<file path="src/rtl/cpu_pkg.sv">
// Shared RV32I core definitions: data width, fetch defaults, fetch FSM encoding
// and small PC arithmetic helpers.
package cpu_pkg;

    localparam int          XLEN         = 32;
    localparam logic [31:0] RESET_PC_DEF = 32'h0000_0000;
    localparam logic [31:0] NOP_INST_DEF = 32'h0000_0013;

    typedef enum logic [0:0] {
        FS_RUN  = 1'b0,
        FS_HALT = 1'b1
    } fetch_state_e;

    function automatic logic [XLEN-1:0] pc_inc(input logic [XLEN-1:0] pc);
        return pc + 32'd4;
    endfunction

    function automatic logic [XLEN-1:0] align_word(input logic [XLEN-1:0] addr);
        return {addr[XLEN-1:2], 2'b00};
    endfunction

endpackage

</file>
<file path="src/rtl/fetch_stage_if.sv">
// Fetch-stage bundle: instruction-memory port, hazard/redirect controls and the
// IF/ID register outputs. master = fetch stage, slave = surrounding core.
interface fetch_stage_if;
    import cpu_pkg::*;

    logic [XLEN-1:0] imem_addr;
    logic [XLEN-1:0] imem_dout;
    logic            stall;
    logic            redirect_valid;
    logic [XLEN-1:0] redirect_target;
    logic            halt_req;
    logic            if_id_valid;
    logic [XLEN-1:0] if_id_pc;
    logic [XLEN-1:0] if_id_inst;
    logic [XLEN-1:0] if_id_pc_plus4;
    logic            halted;

    modport master (
        output imem_addr,
        input  imem_dout,
        input  stall,
        input  redirect_valid,
        input  redirect_target,
        input  halt_req,
        output if_id_valid,
        output if_id_pc,
        output if_id_inst,
        output if_id_pc_plus4,
        output halted
    );

    modport slave (
        input  imem_addr,
        output imem_dout,
        output stall,
        output redirect_valid,
        output redirect_target,
        output halt_req,
        input  if_id_valid,
        input  if_id_pc,
        input  if_id_inst,
        input  if_id_pc_plus4,
        input  halted
    );

endinterface

</file>
<file path="src/rtl/fetch_stage_pc_reg.sv">
// Program counter register: synchronous reset, load has priority over
// sequential increment (enable), otherwise holds.
module pc_reg
    import cpu_pkg::*;
#(
    parameter logic [XLEN-1:0] RESET_PC = RESET_PC_DEF
) (
    input  logic            clk,
    input  logic            reset,
    input  logic            en_i,
    input  logic            load_i,
    input  logic [XLEN-1:0] load_val_i,
    output logic [XLEN-1:0] pc_o
);

    logic [XLEN-1:0] pc_q;
    logic [XLEN-1:0] pc_d;

    // Next PC selection
    always_comb begin
        pc_d = pc_q;
        if (load_i) begin
            pc_d = load_val_i;
        end else if (en_i) begin
            pc_d = pc_inc(pc_q);
        end else begin
            pc_d = pc_q;
        end
    end

    // PC state register
    always_ff @(posedge clk) begin
        if (reset) begin
            pc_q <= RESET_PC;
        end else begin
            pc_q <= pc_d;
        end
    end

    assign pc_o = pc_q;

endmodule

</file>
<file path="src/rtl/fetch_stage.sv">
// Instruction-fetch stage: PC, IF/ID register and sticky halt FSM.
// Optional performance counters are built when FETCH_PERF_CNT_EN is defined.
module fetch_stage
    import cpu_pkg::*;
#(
    parameter logic [XLEN-1:0] RESET_PC = RESET_PC_DEF,
    parameter logic [XLEN-1:0] NOP_INST = NOP_INST_DEF
) (
    input  logic            clk,
    input  logic            reset,
    fetch_stage_if.master   fif
`ifdef FETCH_PERF_CNT_EN
    ,
    output logic [XLEN-1:0] perf_fetch_cnt,
    output logic [XLEN-1:0] perf_stall_cnt,
    output logic [XLEN-1:0] perf_flush_cnt
`endif
);

    fetch_state_e    state_q, state_d;
    logic [XLEN-1:0] pc_s;
    logic            pc_en_s, pc_load_s;
    logic            valid_q, valid_d;
    logic [XLEN-1:0] ipc_q, ipc_d;
    logic [XLEN-1:0] inst_q, inst_d;
    logic [XLEN-1:0] p4_q, p4_d;
    logic            fetch_ev_s, stall_ev_s, flush_ev_s;

    pc_reg #(.RESET_PC(RESET_PC)) u_pc_reg (
        .clk       (clk),
        .reset     (reset),
        .en_i      (pc_en_s),
        .load_i    (pc_load_s),
        .load_val_i(align_word(fif.redirect_target)),
        .pc_o      (pc_s)
    );

    // Edge priority: halted > redirect > stall > halt_req > sequential fetch
    always_comb begin
        state_d    = state_q;
        pc_en_s    = 1'b0;
        pc_load_s  = 1'b0;
        valid_d    = valid_q;
        ipc_d      = ipc_q;
        inst_d     = inst_q;
        p4_d       = p4_q;
        fetch_ev_s = 1'b0;
        stall_ev_s = 1'b0;
        flush_ev_s = 1'b0;
        case (state_q)
            FS_HALT: begin
                valid_d = 1'b0;
            end
            FS_RUN: begin
                if (fif.redirect_valid) begin
                    pc_load_s  = 1'b1;
                    valid_d    = 1'b0;
                    inst_d     = NOP_INST;
                    flush_ev_s = 1'b1;
                end else if (fif.stall) begin
                    stall_ev_s = 1'b1;
                end else if (fif.halt_req) begin
                    state_d = FS_HALT;
                    valid_d = 1'b0;
                    inst_d  = NOP_INST;
                end else begin
                    pc_en_s    = 1'b1;
                    valid_d    = 1'b1;
                    ipc_d      = pc_s;
                    inst_d     = fif.imem_dout;
                    p4_d       = pc_inc(pc_s);
                    fetch_ev_s = 1'b1;
                end
            end
            default: begin
                state_d = FS_HALT;
                valid_d = 1'b0;
            end
        endcase
    end

    // FSM state and IF/ID pipeline register
    always_ff @(posedge clk) begin
        if (reset) begin
            state_q <= FS_RUN;
            valid_q <= 1'b0;
            ipc_q   <= 32'h0000_0000;
            inst_q  <= NOP_INST;
            p4_q    <= 32'h0000_0004;
        end else begin
            state_q <= state_d;
            valid_q <= valid_d;
            ipc_q   <= ipc_d;
            inst_q  <= inst_d;
            p4_q    <= p4_d;
        end
    end

    assign fif.imem_addr      = pc_s;
    assign fif.if_id_valid    = valid_q;
    assign fif.if_id_pc       = ipc_q;
    assign fif.if_id_inst     = inst_q;
    assign fif.if_id_pc_plus4 = p4_q;
    assign fif.halted         = (state_q == FS_HALT);

`ifdef FETCH_PERF_CNT_EN
    logic [XLEN-1:0] fetch_cnt_q, stall_cnt_q, flush_cnt_q;

    // Event counters, wrapping modulo 2^32
    always_ff @(posedge clk) begin
        if (reset) begin
            fetch_cnt_q <= 32'd0;
            stall_cnt_q <= 32'd0;
            flush_cnt_q <= 32'd0;
        end else begin
            fetch_cnt_q <= fetch_cnt_q + {31'd0, fetch_ev_s};
            stall_cnt_q <= stall_cnt_q + {31'd0, stall_ev_s};
            flush_cnt_q <= flush_cnt_q + {31'd0, flush_ev_s};
        end
    end

    assign perf_fetch_cnt = fetch_cnt_q;
    assign perf_stall_cnt = stall_cnt_q;
    assign perf_flush_cnt = flush_cnt_q;
`else
    logic unused_ev_s;
    assign unused_ev_s = fetch_ev_s ^ stall_ev_s ^ flush_ev_s;
`endif

endmodule

</file>
<file path="src/flat_wrapper.sv">
// flat-port wrapper written by rule: the top's interface ports become plain ports
module fetch_stage_flat import cpu_pkg::*;
#(
    parameter logic [XLEN-1:0] RESET_PC = RESET_PC_DEF,
    parameter logic [XLEN-1:0] NOP_INST = NOP_INST_DEF
)
  (clk, reset, fif_imem_addr, fif_imem_dout, fif_stall, fif_redirect_valid, fif_redirect_target, fif_halt_req, fif_if_id_valid, fif_if_id_pc, fif_if_id_inst, fif_if_id_pc_plus4, fif_halted);
  fetch_stage_if fif_i ();
  input  logic clk;
  input  logic reset;
  output wire logic [$bits(fif_i.imem_addr)-1:0] fif_imem_addr;
  input wire logic [$bits(fif_i.imem_dout)-1:0] fif_imem_dout;
  input wire logic [$bits(fif_i.stall)-1:0] fif_stall;
  input wire logic [$bits(fif_i.redirect_valid)-1:0] fif_redirect_valid;
  input wire logic [$bits(fif_i.redirect_target)-1:0] fif_redirect_target;
  input wire logic [$bits(fif_i.halt_req)-1:0] fif_halt_req;
  output wire logic [$bits(fif_i.if_id_valid)-1:0] fif_if_id_valid;
  output wire logic [$bits(fif_i.if_id_pc)-1:0] fif_if_id_pc;
  output wire logic [$bits(fif_i.if_id_inst)-1:0] fif_if_id_inst;
  output wire logic [$bits(fif_i.if_id_pc_plus4)-1:0] fif_if_id_pc_plus4;
  output wire logic [$bits(fif_i.halted)-1:0] fif_halted;
  assign fif_imem_addr = fif_i.imem_addr;
  assign fif_i.imem_dout = fif_imem_dout;
  assign fif_i.stall = fif_stall;
  assign fif_i.redirect_valid = fif_redirect_valid;
  assign fif_i.redirect_target = fif_redirect_target;
  assign fif_i.halt_req = fif_halt_req;
  assign fif_if_id_valid = fif_i.if_id_valid;
  assign fif_if_id_pc = fif_i.if_id_pc;
  assign fif_if_id_inst = fif_i.if_id_inst;
  assign fif_if_id_pc_plus4 = fif_i.if_id_pc_plus4;
  assign fif_halted = fif_i.halted;
  fetch_stage #(.RESET_PC(RESET_PC), .NOP_INST(NOP_INST)) u_core (.clk(clk), .reset(reset), .fif(fif_i));
endmodule
</file>
<file path="config.mk">
export PLATFORM = sky130hd
export DESIGN_NAME = fetch_stage_flat
export DESIGN_NICKNAME = d
export VERILOG_FILES = /design/src/rtl/cpu_pkg.sv /design/src/rtl/fetch_stage_if.sv /design/src/rtl/fetch_stage_pc_reg.sv /design/src/rtl/fetch_stage.sv /design/src/flat_wrapper.sv
export SDC_FILE = /design/constraint.sdc
export NUM_CORES = 1
export LEC_CHECK = 0
export BUFFER_PORTS_ARGS = -buffer_cell sky130_fd_sc_hd__buf_2
export CAP_MARGIN = 25
export CORE_MARGIN = 3
export CORE_UTILIZATION = 40
export DETAILED_ROUTE_END_ITERATION = 16
export GPL_ROUTABILITY_DRIVEN = 0
export PLACE_DENSITY = 0.76
export RECOVER_POWER = 100
export SLEW_MARGIN = 20
export SYNTH_ARGS = -nofsm -noshare
export SYNTH_HDL_FRONTEND = slang
export SYNTH_HIERARCHICAL = 1
export SYNTH_SLANG_ARGS = --single-unit
</file>
<file path="constraint.sdc">
create_clock -name clk -period 3.85 [get_ports clk]
set_input_delay 0.385 -clock clk [delete_from_list [all_inputs] [get_ports clk]]
set_output_delay 0.385 -clock clk [all_outputs]
set_load 0.005 [all_outputs]
</file>
==> impl_summary.md <==
Status
The flow ran to the end, but the final reports show violations. The checks that failed: max-capacitance violations, max-slew violations.

STA
The number of setup violations in the final report is 0. The total negative setup slack is 0 ns. The number of pins exceeding their max-slew limit in the final report is about 170. The number of endpoints with negative hold slack in the final report is 0. Setup repair after global routing left no endpoint under its margin. The actual slew at the worst max-slew pin is roughly 2.1 ns. The final critical path time including I/O delays and setup is 3.16 ns. The achievable frequency is between 300 and 400 MHz. The final worst-path cycle share is 82.1%. The worst clock skew is 0.0107 ns. The relative slew slack is -39.9%.

Critical path
Traced cell by cell, the critical path runs through or4_2, inv_1, clkbuf_1, nand2_1, a21oi_1. The startpoint kind of the worst setup timing path is a flip-flop. The critical path is of the flip-flop to flip-flop type. STA classifies the critical path endpoint as a flip-flop. In this run the worst path has a maximum fanout of 28. The most critical setup path has its endpoint at u_core/fif.if_id_pc_plus4[3]. STA puts the critical path data required time at 4.17 ns.

The largest individual stage delay along the critical path comes from the cell sky130_fd_sc_hd__clkbuf_1. Tracing the worst setup path back leads to its startpoint at u_core/fif.halted. The capture point of the worst reg-to-reg path is u_core/fif.if_id_pc_plus4[3]. The arrival time at the worst endpoint is 3.48 ns. In this run the critical register-to-register path is launched from u_core/fif.halted. For the worst flop-to-flop path, the logic depth is 5. For this run, the slowest stage of the critical path takes about 0.94 ns.

The register-to-register path setup slack is 0.69 ns.

Synth
The flip-flop and latch count after synthesis is 128. The sequential cell area fraction in the yosys report is a little over two fifths. The largest total area in the synthesized netlist belongs to sky130_fd_sc_hd__dfxtp_1. The yosys synthesis warning count is 6. The synthesized design contains 0 enable-type register cells. In the post-synthesis netlist, the biggest area contributors are sky130_fd_sc_hd__dfxtp_1 43%, sky130_fd_sc_hd__nand2_1 8.0%, sky130_fd_sc_hd__a21oi_1 6.0%. The top cell type by area accounts for 43.4% of the synthesized area.

After synthesis, the mean cell area works out to around 8 um^2. The instance count of the mapped netlist is 736. Yosys mapped the design onto 54 distinct sky130hd cell types.

After synthesis, the share of flip-flops with an asynchronous set or reset is 0%. The most common flop cell mapped by yosys is sky130_fd_sc_hd__dfxtp_1. The mapped cell area is around 0.0059 mm^2.

Floorplan
The area of the core is 0.0141 mm^2. In this run the vertical extent of the chip is 128 um. The initial core utilization is 41.8%. The floorplan step set the die width to 128 um. The count of boundary I/O pins is 199. The floorplan has 43 rows. The floorplan step defined a die boundary enclosing 0.0163 mm^2.

Clock tree
The TritonCTS buffer count is 17. The count of instances resized after the clock tree is built is 0. Once the clock tree was built, the setup fixing pass inserted 0 buffers.

The clock tree synthesis step divided the H-tree into 4 levels. For this design, the CTS-stage hold fixing added 0 buffers. The clock slew at the register clock pins of the worst setup and hold paths is 0.06 ns.

In this run the deepest clock path goes through 2 buffers. TritonCTS built the clock tree. For the worst-skew pair, the clock arrives at the later sink with an insertion delay of 0.42 ns. The cell sitting at the root of the clock tree is a sky130_fd_sc_hd__clkbuf_16. Clock tree synthesis found a total of around 130 sinks.

Final layout
The number of nets at the end of the flow is 979. Leaving out fill and tap cells, the most frequent cells in the layout are 128 x sky130_fd_sc_hd__buf_2, 128 x sky130_fd_sc_hd__dfxtp_1, 126 x sky130_fd_sc_hd__nand2_1. The post-synthesis to final-layout area growth is 27.3%. The number of antenna repair diodes is 0. With fillers left out, the area of the finished cells amounts to 0.00752 mm^2. The final-layout fill cell count is 1394. The proportion of layout cells with a drive suffix above 1 is 18.9%.

Global route
Summed over all layers, the global routing overflow is 0. The number of antenna violations at the first check in global routing is 0. The number of global-route vias before repair is 5721. Across every metal layer, demand over resource in global routing totals around 23%. Entering global routing, the biggest net connects 84 pins. The wire length of the first global-routing pass is slightly below 30000 um.

Routing
The count of nets left with antenna violations after detail routing is 0. Using the TritonRoute via totals, the vias-per-cell ratio works out to 5.69. The remaining routing DRC violations is 0. Summed over all nets, wire length on met3 after detailed routing comes to between 1500 and 2000 um.

Dividing the detail-routed wire length by the instance count gives between 15 and 20 um. Before antenna repair, the detailed router went through 5 iterations. The total number of vias is 6264. The highest metal layer carrying signal wires in the routed design is met4. After detailed routing, the met2 layer carries 8430 um of wire. The post-route met1 wirelength is 8440 um. Wires add up to 19100 um.

In this run, the number of DRC markers left after iteration 0 of detailed routing was 504.

Min path
The min-delay analysis places its worst path in the category input pin to flip-flop.

Place
The placed instances occupy a cell area of 0.00697 mm^2. The sum of net half-perimeters after detailed placement is roughly 13000 um. The quantity of I/O buffers inserted on ports is ~200.

Power and ir drop
The standby leakage power is between 2 and 3 nW. IR analysis of the VDD net gives a maximum drop of 0.318 mV. In this run the power density over the cells is about 470 mW/mm^2.

Flow run
Max-cap violations in this run came to 3.
==> metal layers <==
metal / vias up / GRT usage, %
li1: 3042 / -
met1: 2858 / 30.0
met2: 333 / 35.1
met3: 31 / 6.52
met4: 0 / 8.20
met5: - / 0
==> metrics by stage <==
step	util [%]	setup WS [ns]	hold slack (ns)	instances	power, mW
floorplan	-	0.950	0.448	737	1.66
global placement	49.3	0.976	0.435	1068	1.82
detailed placement	49.3	0.917	0.442	1068	1.83
CTS	53.9	1.12	0.193	1100	3.60
global route	53.2	0.515	0.206	1101	3.70
finish	53.2	0.689	0.207	1101	3.57
==> kinds of logic (layout without fill, tap and decap cells) <==
| kind of cell | count (synthesis) | in the layout | synth area share (%) |
|---|---|---|---|
| and+or+nand+nor | 358 | 358 | 30.4 |
| AOI/OAI and AO/OA | 160 | 160 | 17.9 |
| DFF | 128 | 128 | 43.4 |
| buffers and inverters | 64 | 248 | 4.42 |
| xor gates and xnor gates | 20 | 20 | 2.96 |
| muxes | 3 | 3 | 0.508 |
| adders and majority gates | 2 | 2 | 0.423 |
| other | 1 | 2 | 0.0634 |
==> how the worst min path moves through the flow <==
stage                                         start                        end  slack (ns)  depth (start not counted)
after CTS                    fif_redirect_target[3]    u_core/u_pc_reg/pc_o[3]        0.19                          3
after floorplan           u_core/fif.if_id_inst[10]  u_core/fif.if_id_inst[10]        0.45                          2
after global placement    u_core/fif.if_id_inst[27]  u_core/fif.if_id_inst[27]        0.44                          2
final                        fif_redirect_target[3]    u_core/u_pc_reg/pc_o[3]        0.21                          3
after global routing         fif_redirect_target[3]    u_core/u_pc_reg/pc_o[3]        0.21                          3
after detailed placement   u_core/fif.if_id_inst[2]   u_core/fif.if_id_inst[2]        0.44                          2
==> layout make-up <==
class                           count  area, um^2  area share, %
Clock inverter                     14         214           2.84
Clock buffer                       18         439           5.84
Inverter                           10        37.5          0.499
Sequential cell                   128        2560           34.1
Tap cell                          180         225           2.99
Multi-Input combinational cell    545        3090           41.0
Timing Repair Buffer              206         958           12.7
==> worst max-delay path: cells and delay by family (launching register included) <==
kind | cells | cell delay (ns)
buffers and inverters | 2 | 1.53
AND/OR/NAND/NOR | 2 | 0.97
flip-flops | 1 | 0.37
AO/OA/AOI/OAI | 1 | 0.18
==> power by group <==
part           leakage (nW)  internal [mW]  total (mW)  switching [mW]
combinational          1.45          0.130       0.309           0.180
sequential             1.05           1.38        1.49           0.104
clock                 0.312           1.16        1.77           0.609
total                  2.81           2.68        3.57           0.893
==> Yosys cell counts (all sizes together) (11+ instances only) <==
master / instances
clkbuf: 39
or4: 12
a211oi: 21
xor2: 15
and4: 13
a21oi: 71
dfxtp: 128
a311oi: 11
nand4: 29
nor2: 60
nand2: 126
nand3: 49
buf: 15
nor4: 26
==> sequential cells by signal (all words and copies together) (netlist names) <==
| signal | cells |
|---|---|
| u_core/fif.halted | 1 |
| u_core/fif.if_id_inst | 32 |
| u_core/fif.if_id_pc | 32 |
| u_core/fif.if_id_pc_plus4 | 30 |
| u_core/fif.if_id_valid | 1 |
| u_core/u_pc_reg/pc_o | 32 |
Note: power is estimated with default switching activity, not from simulation.
